### src/rtl/game_sequencer_pkg.sv
// Shared encodings and default frame constants for the round sequencer.
// Pure declarations: no latency, no flow control.
package game_pkg;

  typedef enum logic [2:0] {
    ST_ATTRACT  = 3'd0,
    ST_START    = 3'd1,
    ST_PLAY     = 3'd2,
    ST_FREEZE   = 3'd3,
    ST_GAMEOVER = 3'd4,
    ST_WIN      = 3'd5
  } state_t;

  typedef enum logic {
    COL_NORMAL = 1'b0,
    COL_RED    = 1'b1
  } colour_t;

  localparam int DEF_LIVES         = 3;
  localparam int DEF_START_FRAMES  = 60;
  localparam int DEF_FREEZE_FRAMES = 30;
  localparam int DEF_INVULN_FRAMES = 120;
  localparam int DEF_FLASH_SHIFT   = 3;

  function automatic int max3(input int a, input int b, input int c);
    int m;
    m = (a > b) ? a : b;
    return (m > c) ? m : c;
  endfunction

endpackage

### src/rtl/game_sequencer_frame_timer.sv
// Per-frame saturating counter with clear and terminal-count flag.
// Count updates 1 clk after clear/tick; no backpressure, holds at term.
module frame_timer #(
  parameter int WIDTH = 7
) (
  input  logic             clk,
  input  logic             rst_n,
  input  logic             clear,
  input  logic             tick,
  input  logic [WIDTH-1:0] term,
  output logic [WIDTH-1:0] count,
  output logic             done
);

  assign done = (count == term);

  always_ff @(posedge clk or negedge rst_n) begin
    if (!rst_n)
      count <= '0;
    else if (clear)
      count <= '0;
    else if (tick && !done)
      count <= count + 1'b1;
  end

endmodule

### src/rtl/game_sequencer.sv
// Round sequencer: attract, countdown, play, hit freeze, game over / win.
// Outputs update 1 clk after the frame_end edge; no backpressure.
module game_sequencer
  import game_pkg::*;
#(
  parameter int LIVES         = DEF_LIVES,
  parameter int START_FRAMES  = DEF_START_FRAMES,
  parameter int FREEZE_FRAMES = DEF_FREEZE_FRAMES,
  parameter int INVULN_FRAMES = DEF_INVULN_FRAMES,
  parameter int FLASH_SHIFT   = DEF_FLASH_SHIFT
) (
  input  logic       clk,
  input  logic       rst_n,
  input  logic       frame_end,
  input  logic       start_btn,
  input  logic       player_hit,
  input  logic [6:0] dragon_segments,
  output logic [2:0] state,
  output logic [1:0] lives,
  output logic       logic_enable,
  output logic       logic_reset,
  output logic       invuln,
  output logic       player_blink,
  output logic       hit_pulse,
  output logic       status_red
);

  localparam int CW = $clog2(max3(START_FRAMES, FREEZE_FRAMES, INVULN_FRAMES));
  localparam logic [CW-1:0] START_TERM  = CW'(START_FRAMES - 1);
  localparam logic [CW-1:0] FREEZE_TERM = CW'(FREEZE_FRAMES - 1);
  localparam logic [CW-1:0] INVULN_TERM = CW'(INVULN_FRAMES - 1);

  state_t        st;
  colour_t       colour;
  logic          start_q, start_lat, hit_lat;
  logic          start_rise, start_go, hit_go;
  logic          counting, phase_done, inv_done;
  logic [CW-1:0] phase_term, phase_cnt, inv_cnt;
  logic          unused_cnt_bits;

  assign start_rise = start_btn & ~start_q;
  // Events arriving on the frame_end cycle itself still count for this frame.
  assign start_go   = start_lat | start_rise;
  assign hit_go     = hit_lat | player_hit;

  assign counting   = (st == ST_START) || (st == ST_FREEZE);
  assign phase_term = (st == ST_START) ? START_TERM : FREEZE_TERM;

  // Idle states clear the phase counter so every START/FREEZE begins at 0.
  frame_timer #(.WIDTH(CW)) u_phase (
    .clk   (clk),
    .rst_n (rst_n),
    .clear (frame_end & ~counting),
    .tick  (frame_end & counting),
    .term  (phase_term),
    .count (phase_cnt),
    .done  (phase_done)
  );

  frame_timer #(.WIDTH(CW)) u_invuln (
    .clk   (clk),
    .rst_n (rst_n),
    .clear (frame_end && (st == ST_FREEZE)),
    .tick  (frame_end && (st == ST_PLAY) && invuln),
    .term  (INVULN_TERM),
    .count (inv_cnt),
    .done  (inv_done)
  );

  assign unused_cnt_bits = ^{phase_cnt, inv_cnt};

  assign state        = st;
  assign logic_enable = (st == ST_PLAY);
  assign colour       = ((st == ST_FREEZE) || (st == ST_GAMEOVER)) ? COL_RED : COL_NORMAL;
  assign status_red   = (colour == COL_RED);
  assign player_blink = invuln & inv_cnt[FLASH_SHIFT];

  always_ff @(posedge clk or negedge rst_n) begin
    if (!rst_n) begin
      st          <= ST_ATTRACT;
      lives       <= '0;
      invuln      <= 1'b0;
      logic_reset <= 1'b0;
      hit_pulse   <= 1'b0;
      start_q     <= 1'b0;
      start_lat   <= 1'b0;
      hit_lat     <= 1'b0;
    end else begin
      logic_reset <= 1'b0;
      hit_pulse   <= 1'b0;
      start_q     <= start_btn;
      start_lat   <= frame_end ? 1'b0 : start_go;
      hit_lat     <= frame_end ? 1'b0 : hit_go;

      case (st)
        ST_ATTRACT, ST_GAMEOVER, ST_WIN: begin
          if (frame_end && start_go) begin
            st          <= ST_START;
            lives       <= 2'(LIVES);
            invuln      <= 1'b0;
            logic_reset <= 1'b1;
          end
        end
        ST_START: begin
          if (frame_end && phase_done)
            st <= ST_PLAY;
        end
        ST_PLAY: begin
          if (frame_end) begin
            if (dragon_segments == 7'd0) begin
              st     <= ST_WIN;
              invuln <= 1'b0;
            end else if (hit_go && !invuln) begin
              hit_pulse <= 1'b1;
              if (lives <= 2'd1) begin
                lives  <= 2'd0;
                invuln <= 1'b0;
                st     <= ST_GAMEOVER;
              end else begin
                lives <= lives - 2'd1;
                st    <= ST_FREEZE;
              end
            end else if (invuln && inv_done) begin
              invuln <= 1'b0;
            end
          end
        end
        ST_FREEZE: begin
          if (frame_end && phase_done) begin
            st     <= ST_PLAY;
            invuln <= 1'b1;
          end
        end
        default: begin
          st     <= ST_ATTRACT;
          invuln <= 1'b0;
        end
      endcase
    end
  end

endmodule

### config.mk
export PLATFORM = sky130hd
export DESIGN_NAME = game_sequencer
export DESIGN_NICKNAME = d
export VERILOG_FILES = /design/src/rtl/game_sequencer_pkg.sv /design/src/rtl/game_sequencer_frame_timer.sv /design/src/rtl/game_sequencer.sv
export SDC_FILE = /design/constraint.sdc
export NUM_CORES = 1
export LEC_CHECK = 0
export CAP_MARGIN = 20
export CELL_PAD_IN_SITES_DETAIL_PLACEMENT = 0
export CELL_PAD_IN_SITES_GLOBAL_PLACEMENT = 1
export CORE_UTILIZATION = 40
export CTS_CLUSTER_DIAMETER = 150
export DETAILED_ROUTE_END_ITERATION = 10
export PLACE_DENSITY_LB_ADDON = 0.1
export SLEW_MARGIN = 20
export SYNTH_ARGS = -nofsm -noshare
export SYNTH_HDL_FRONTEND = slang
export SYNTH_SLANG_ARGS = --single-unit
### constraint.sdc
create_clock -name clk -period 2.14 [get_ports clk]
set_clock_uncertainty 0.2 [all_clocks]
set_input_delay 0.642 -clock clk [delete_from_list [all_inputs] [get_ports clk]]
set_output_delay 0.642 -clock clk [all_outputs]
set_load 0.03 [all_outputs]
==> flow_summary.yaml, run 1 <==
clocking:
  clk_pin_slew_ns: 0.13
  clockBufferDepth: 2
  clockRootBuffer: "clkbuf_4"
  insertion_delay_ns: 0.32
  numCtsBuffers: 3
  cts_tree: "built"
  cts_hold_buf: 0
  clock_sinks: 25
  h-tree-depth: 1
worst_hold_path:
  min_path_type: "reg -> reg"
power_and_ir_drop:
  power_density_mw_per_mm2: 683
  p_leak_uw: 0.000868
  worst_ir_drop_vdd_uv: 541
setup_path:
  worst_setup_path_start_kind: "flip-flop"
  crit_type: "reg -> out"
  required_ns: 1.30
  regToRegEndpoint: "invuln"
  r2r_start: "state[2]"
  r2r_slack_ns: 0.07
  cp.arrival_ns: 1.37
  crit_path_end_kind: "output port"
  r2r_cells: 7
  endpoint: "status_red"
  cp_max_fo: 7
  crit_path_start: "state[0]"
sta:
  hold_viol_final: 0
  period_share_pct: 103
  setup_viol: 1
  max_slew.worst_pin.slew_ns: 0.362
  fin_ws_ns: -0.0714
  slew_headroom_pct: 75.8
  slew_viol_final: 0
  fmax_mhz: 452
  fin_setup_tns_ns: -0.0714
  rsz0062_at_grt: "yes"
  period_minus_slack_ns: 2.21
placement:
  port_buffers: 22
  dp.cells: 233
  dp_hpwl_um: 2550
  place.gp.congestion: 0.804
global_route:
  antenna_found_initial: 0
  overflow: 0
  grt_usage_pct: 19.8
  grt_max_degree: 26
  grt_pass1_wl_um: 5440
  grt_pass1_vias: 1217
detailed_routing:
  via_count: 1350
  drt_wl_total_um: 3470
  final_antenna_net_count: 0
  drt_first_pass_iters: 4
  via_per_inst: 5.47
  drc: 0
  drt_iter0_drc: 52
  wl_per_cell_um: 14.1
die:
  dieArea_sq_mm: 0.00370
  placeableCoreArea_sq_mm: 0.00315
  floorplan.initialDensity_pct: 43.8
  io_pins: 23
  die_h_um: 60.8
  num_rows: 20
  die_x_um: 60.8
layout:
  drive_gt1_share_pct: 27.6
  nets: 218
  final_util_pct: 62.3
  layout_common_cells: "buf_4 (37), dfrtp_1 (24), nor2_1 (11)"
  antennaDiodeCount: 0
  final_common_cell: "buf_4"
  fin_cells: 247
  area_growth_pct: 42.1
outcome:
  outcome: "complete, but fails checks"
  violations: "setup timing"
synthesis:
  synth-seq-cells: 25
  synth_edf_count: 0
  synth_area_sq_mm: 0.00138
  synthCells: 146
  async_flop_share_pct: 100
  synth_fp_nets: 160
  yosys_warnings: 0
  synth_seq_area_share_pct: 45.2
  synth_area_per_cell_sq_um: 9.47
  synth_cell_type_count: 51
  synthFlopType: "dfrtp_1"
job:
  cap_violations: 0
==> cell type report <==
class / count / area, sq um
Clock buffer: 4 / 26.3
Sequential cell: 25 / 627
Inverter: 6 / 22.5
Timing Repair Buffer: 58 / 482
Tap cell: 44 / 55.1
Multi-Input combinational cell: 110 / 752
Fill cell: 295 / 1190
==> flip-flops by register name, indices dropped and copies added (netlist names) <==
signal,count
u_invuln.count,7
start_lat,1
hit_pulse,1
hit_lat,1
lives,2
invuln,1
u_phase.count,7
state,3
logic_reset,1
start_q,1
==> through the flow <==
| step | hold slack (ns) | instance area, sq um | setup WS [ns] | total power, uW |
|---|---|---|---|---|
| 3_3_place_gp | 0.284 | 1820 | -0.391 | 1100 |
| 3_5_place_dp | 0.300 | 1820 | -0.391 | 1120 |
| 5_1_grt | 0.373 | 1960 | -0.159 | 1430 |
| 2_1_floorplan | 0.146 | 1390 | -0.163 | 902 |
| 6_report | 0.327 | 1960 | -0.0714 | 1340 |
| 4_1_cts | 0.332 | 1850 | -0.0664 | 1320 |
==> per-layer routing <==
metal | global-route usage [%] | vias up | wire length [um]
li1 | - | 667 | -
met1 | 28.6 | 634 | 1700
met2 | 30.6 | 47 | 1560
met3 | 2.35 | 2 | 197
met4 | 6.82 | 0 | 19
met5 | 0 | - | 0
==> power breakdown <==
part           total [uW]  switching, uW  internal, uW
Sequential            646           94.1           552
Combinational         483            244           239
Clock                 213            140          73.0
==> logic make-up (layout without fill, tap and decap cells) <==
logic type,count (synthesis),count (layout),synth area share [%]
compound gates,36,36,17.6
mux,1,1,0.724
xor+xnor,4,4,2.53
flops,25,25,45.2
fa+ha+maj,2,2,1.81
simple gates,67,67,28.5
buf+inv,11,68,3.53
==> worst min path at each step <==
stage              from        to  slack (ns)  cells after the start
2_1_floorplan     rst_n   hit_lat        0.15                      0
3_3_place_gp    hit_lat   hit_lat        0.28                      2
3_5_place_dp    hit_lat   hit_lat        0.30                      2
4_1_cts         hit_lat   hit_lat        0.33                      2
5_1_grt        lives[0]  lives[0]        0.37                      1
6_report        hit_lat   hit_lat        0.33                      2
==> synth_stat cells (all sizes together) (2+ instances only) <==
cell type / number / area [sq um]
o21a: 2 / 15.0
nor2: 12 / 45.0
and3: 2 / 12.5
nand4: 2 / 12.5
dfrtp: 25 / 626
nor4b: 2 / 17.5
nand4bb: 2 / 22.5
nand2b: 2 / 12.5
a31oi: 4 / 25.0
or3: 2 / 12.5
buf: 4 / 22.5
nand2: 10 / 37.5
a21oi: 2 / 10.0
nor3: 9 / 45.0
a2bb2oi: 2 / 17.5
or4: 2 / 15.0
nand3: 5 / 25.0
or2: 2 / 12.5
inv: 6 / 22.5
nor3b: 4 / 35.0
nand3b: 2 / 15.0
xnor2: 3 / 26.3
o21ai: 12 / 60.1
nor4: 2 / 12.5
ha: 2 / 25.0
nor2b: 2 / 12.5
a32o: 2 / 20.0
==> worst max-delay path, cell delays in order (launching register included) <==
cell and delay (ns):
dfrtp_1 0.41, buf_6 0.15, nor2_4 0.11, nand2_1 0.06, o21ai_1 0.12, buf_4 0.20
==> timing repair <==
action / 4_1_cts / 5_1_grt
setup endpoints to repair: 10 / 6
gates resized for setup: 12 / 8
buffers inserted: 0 / 10
pin swaps: 0 / 1
gates cloned: 0 / 0
Note: power is estimated with default switching activity, not from simulation.
==> run 2: changes to the inputs <==
- CORE_UTILIZATION: 40 -> 43
- clock period: 2.14 -> 2.6 ns (I/O delays scaled with it)
==> run 2 against run 1 <==
Against the previous run:
- count of clock-buffer cells in the layout shrank 1
- routed wire length is 4.1% lower
- die area shrank 6.7%
- combinational power is 31% lower
- non-clock buffer count is 20 lower
- sequential share of layout area grew 3.3 points
- register-to-register slack better by 0.56 ns
- the run now ends clean
- sequential power shrank 16%
==> flow_summary.yaml, run 2 (synthesis results as in run 1) <==
outcome:
  outcome: "finished clean"
setup_path:
  cp.arrival_ns: 1.54
  cp_max_fo: 10
  crit_path_end_kind: "output port"
  r2r_slack_ns: 0.63
  crit_type: "reg -> out"
  r2r_cells: 5
  worst_setup_path_start_kind: "flip-flop"
  required_ns: 1.62
die:
  io_pins: 23
  dieArea_sq_mm: 0.00345
  floorplan.initialDensity_pct: 45.3
  num_rows: 20
  die_x_um: 58.7
  placeableCoreArea_sq_mm: 0.00305
  die_h_um: 58.7
placement:
  pre_cts_ws_ns: -0.0373
  dp.cells: 223
  dpl_cell_area_sq_mm: 0.00175
  place.gp.congestion: 0.858
  port_buffers: 22
  dp_hpwl_um: 2500
clocking:
  clockBufferDepth: 2
  numCtsBuffers: 3
  clk_pin_slew_ns: 0.14
  clockRootBuffer: "clkbuf_4"
  post-cts-setup-buffer-count: 0
  cts_tree: "built"
  insertion_delay_ns: 0.32
  h-tree-depth: 1
  clock_sinks: 25
sta:
  slew_headroom_pct: 65.0
  fin_ws_ns: 0.0788
  rsz0062_at_grt: "no"
  fin_setup_tns_ns: 0
  max_slew.worst_pin.slew_ns: 0.511
  setup_viol: 0
  slew_viol_final: 0
  period_share_pct: 97.0
  period_minus_slack_ns: 2.52
  hold_viol_final: 0
  fmax_mhz: 397
detailed_routing:
  wl_per_cell_um: 14.7
  via_count: 1283
  drc: 0
  drt_wl_total_um: 3330
  final_antenna_net_count: 0
  drt_iter0_drc: 46
  via_per_inst: 5.65
  drt_first_pass_iters: 4
layout:
  seqCellArea_sq_um: 627
  antennaDiodeCount: 0
  fillers: 287
  layout_common_cells: "dfrtp_1 (24), clkdlybuf4s50_1 (17), buf_4 (17), nor2_1 (12)"
  area_growth_pct: 28.8
  final_util_pct: 58.3
  multi_input_area_sq_um: 708
  final_common_cell: "dfrtp_1"
  drive_gt1_share_pct: 14.8
  fin_cells: 227
  final_area_sq_mm: 0.00178
  nets: 198
global_route:
  met3_usage_pct: 2.86
  grtUsageMet2_pct: 37.4
  busiest_layer: "met2"
  grt_max_degree: 26
  grtUsageMet1_pct: 29.1
  grt_pass1_wl_um: 5730
  grt_pass1_vias: 1257
  overflow: 0
  antenna_found_initial: 0
  grt_usage_pct: 22.0
worst_hold_path:
  min_path_type: "reg -> reg"
  whs_path_depth: 2
job:
  cap_violations: 0
power_and_ir_drop:
  worst_ir_drop_vdd_uv: 424
  power_density_mw_per_mm2: 592
  p_leak_uw: 0.000791
run 2: changes by cell type in the layout (fill, tap and decap cells not counted), sizes merged:
cell,previous run,this run
buf,40,17
clkdlybuf4s50,10,17
dlygate4sd2,8,2
dlymetal6s2s,0,2
clkbuf,4,3
clkinv,0,1
run 2: critical path, cell delays in order, from the launching register on:
cell	delay, ns
dfrtp_1	0.37
buf_4	0.16
clkdlybuf4s50_1	0.68
run 2: final timing paths:
kind,start,to
worst min register to register,hit_lat,hit_lat
worst max register to register,state[2],state[0]
worst min-delay path,hit_lat,hit_lat
worst max-delay path,state[0],state[0]
max in group asynchronous,rst_n,invuln
min in group asynchronous,rst_n,lives[0]
run 2: what timing repair did:
item                                    in CTS  in global routing
endpoints found under the setup margin       2                  2
hold buffers                                 0                  0
gates resized for setup                      3                  2
run 2: metal layers:
| metal | share of wire (%) | vias up |
|---|---|---|
| li1 | - | 626 |
| met1 | 47 | 620 |
| met2 | 48 | 33 |
| met3 | 4.6 | 4 |
| met4 | 0.63 | 0 |
| met5 | 0 | - |
run 2: metrics by stage:
step / total power, uW / hold slack (ns)
floorplan: 742 / 0.260
global placement: 867 / 0.277
detailed placement: 885 / 0.283
CTS: 1060 / 0.315
global route: 1120 / 0.364
finish: 1050 / 0.308
run 2: cell type report:
cell class / instances / share of cell area (%)
repair buffers: 38 / 19.1
flip-flops and latches: 25 / 35.2
clock inverters: 1 / 0.281
multi-input cells: 110 / 39.8
inverters: 6 / 1.26
clock buffers: 3 / 1.26
well taps: 44 / 3.09
run 2: report_power, final:
group	switching, uW	internal, uW
sequential	87.7	455
combinational	172	162
clock	121	57.7
total	380	674
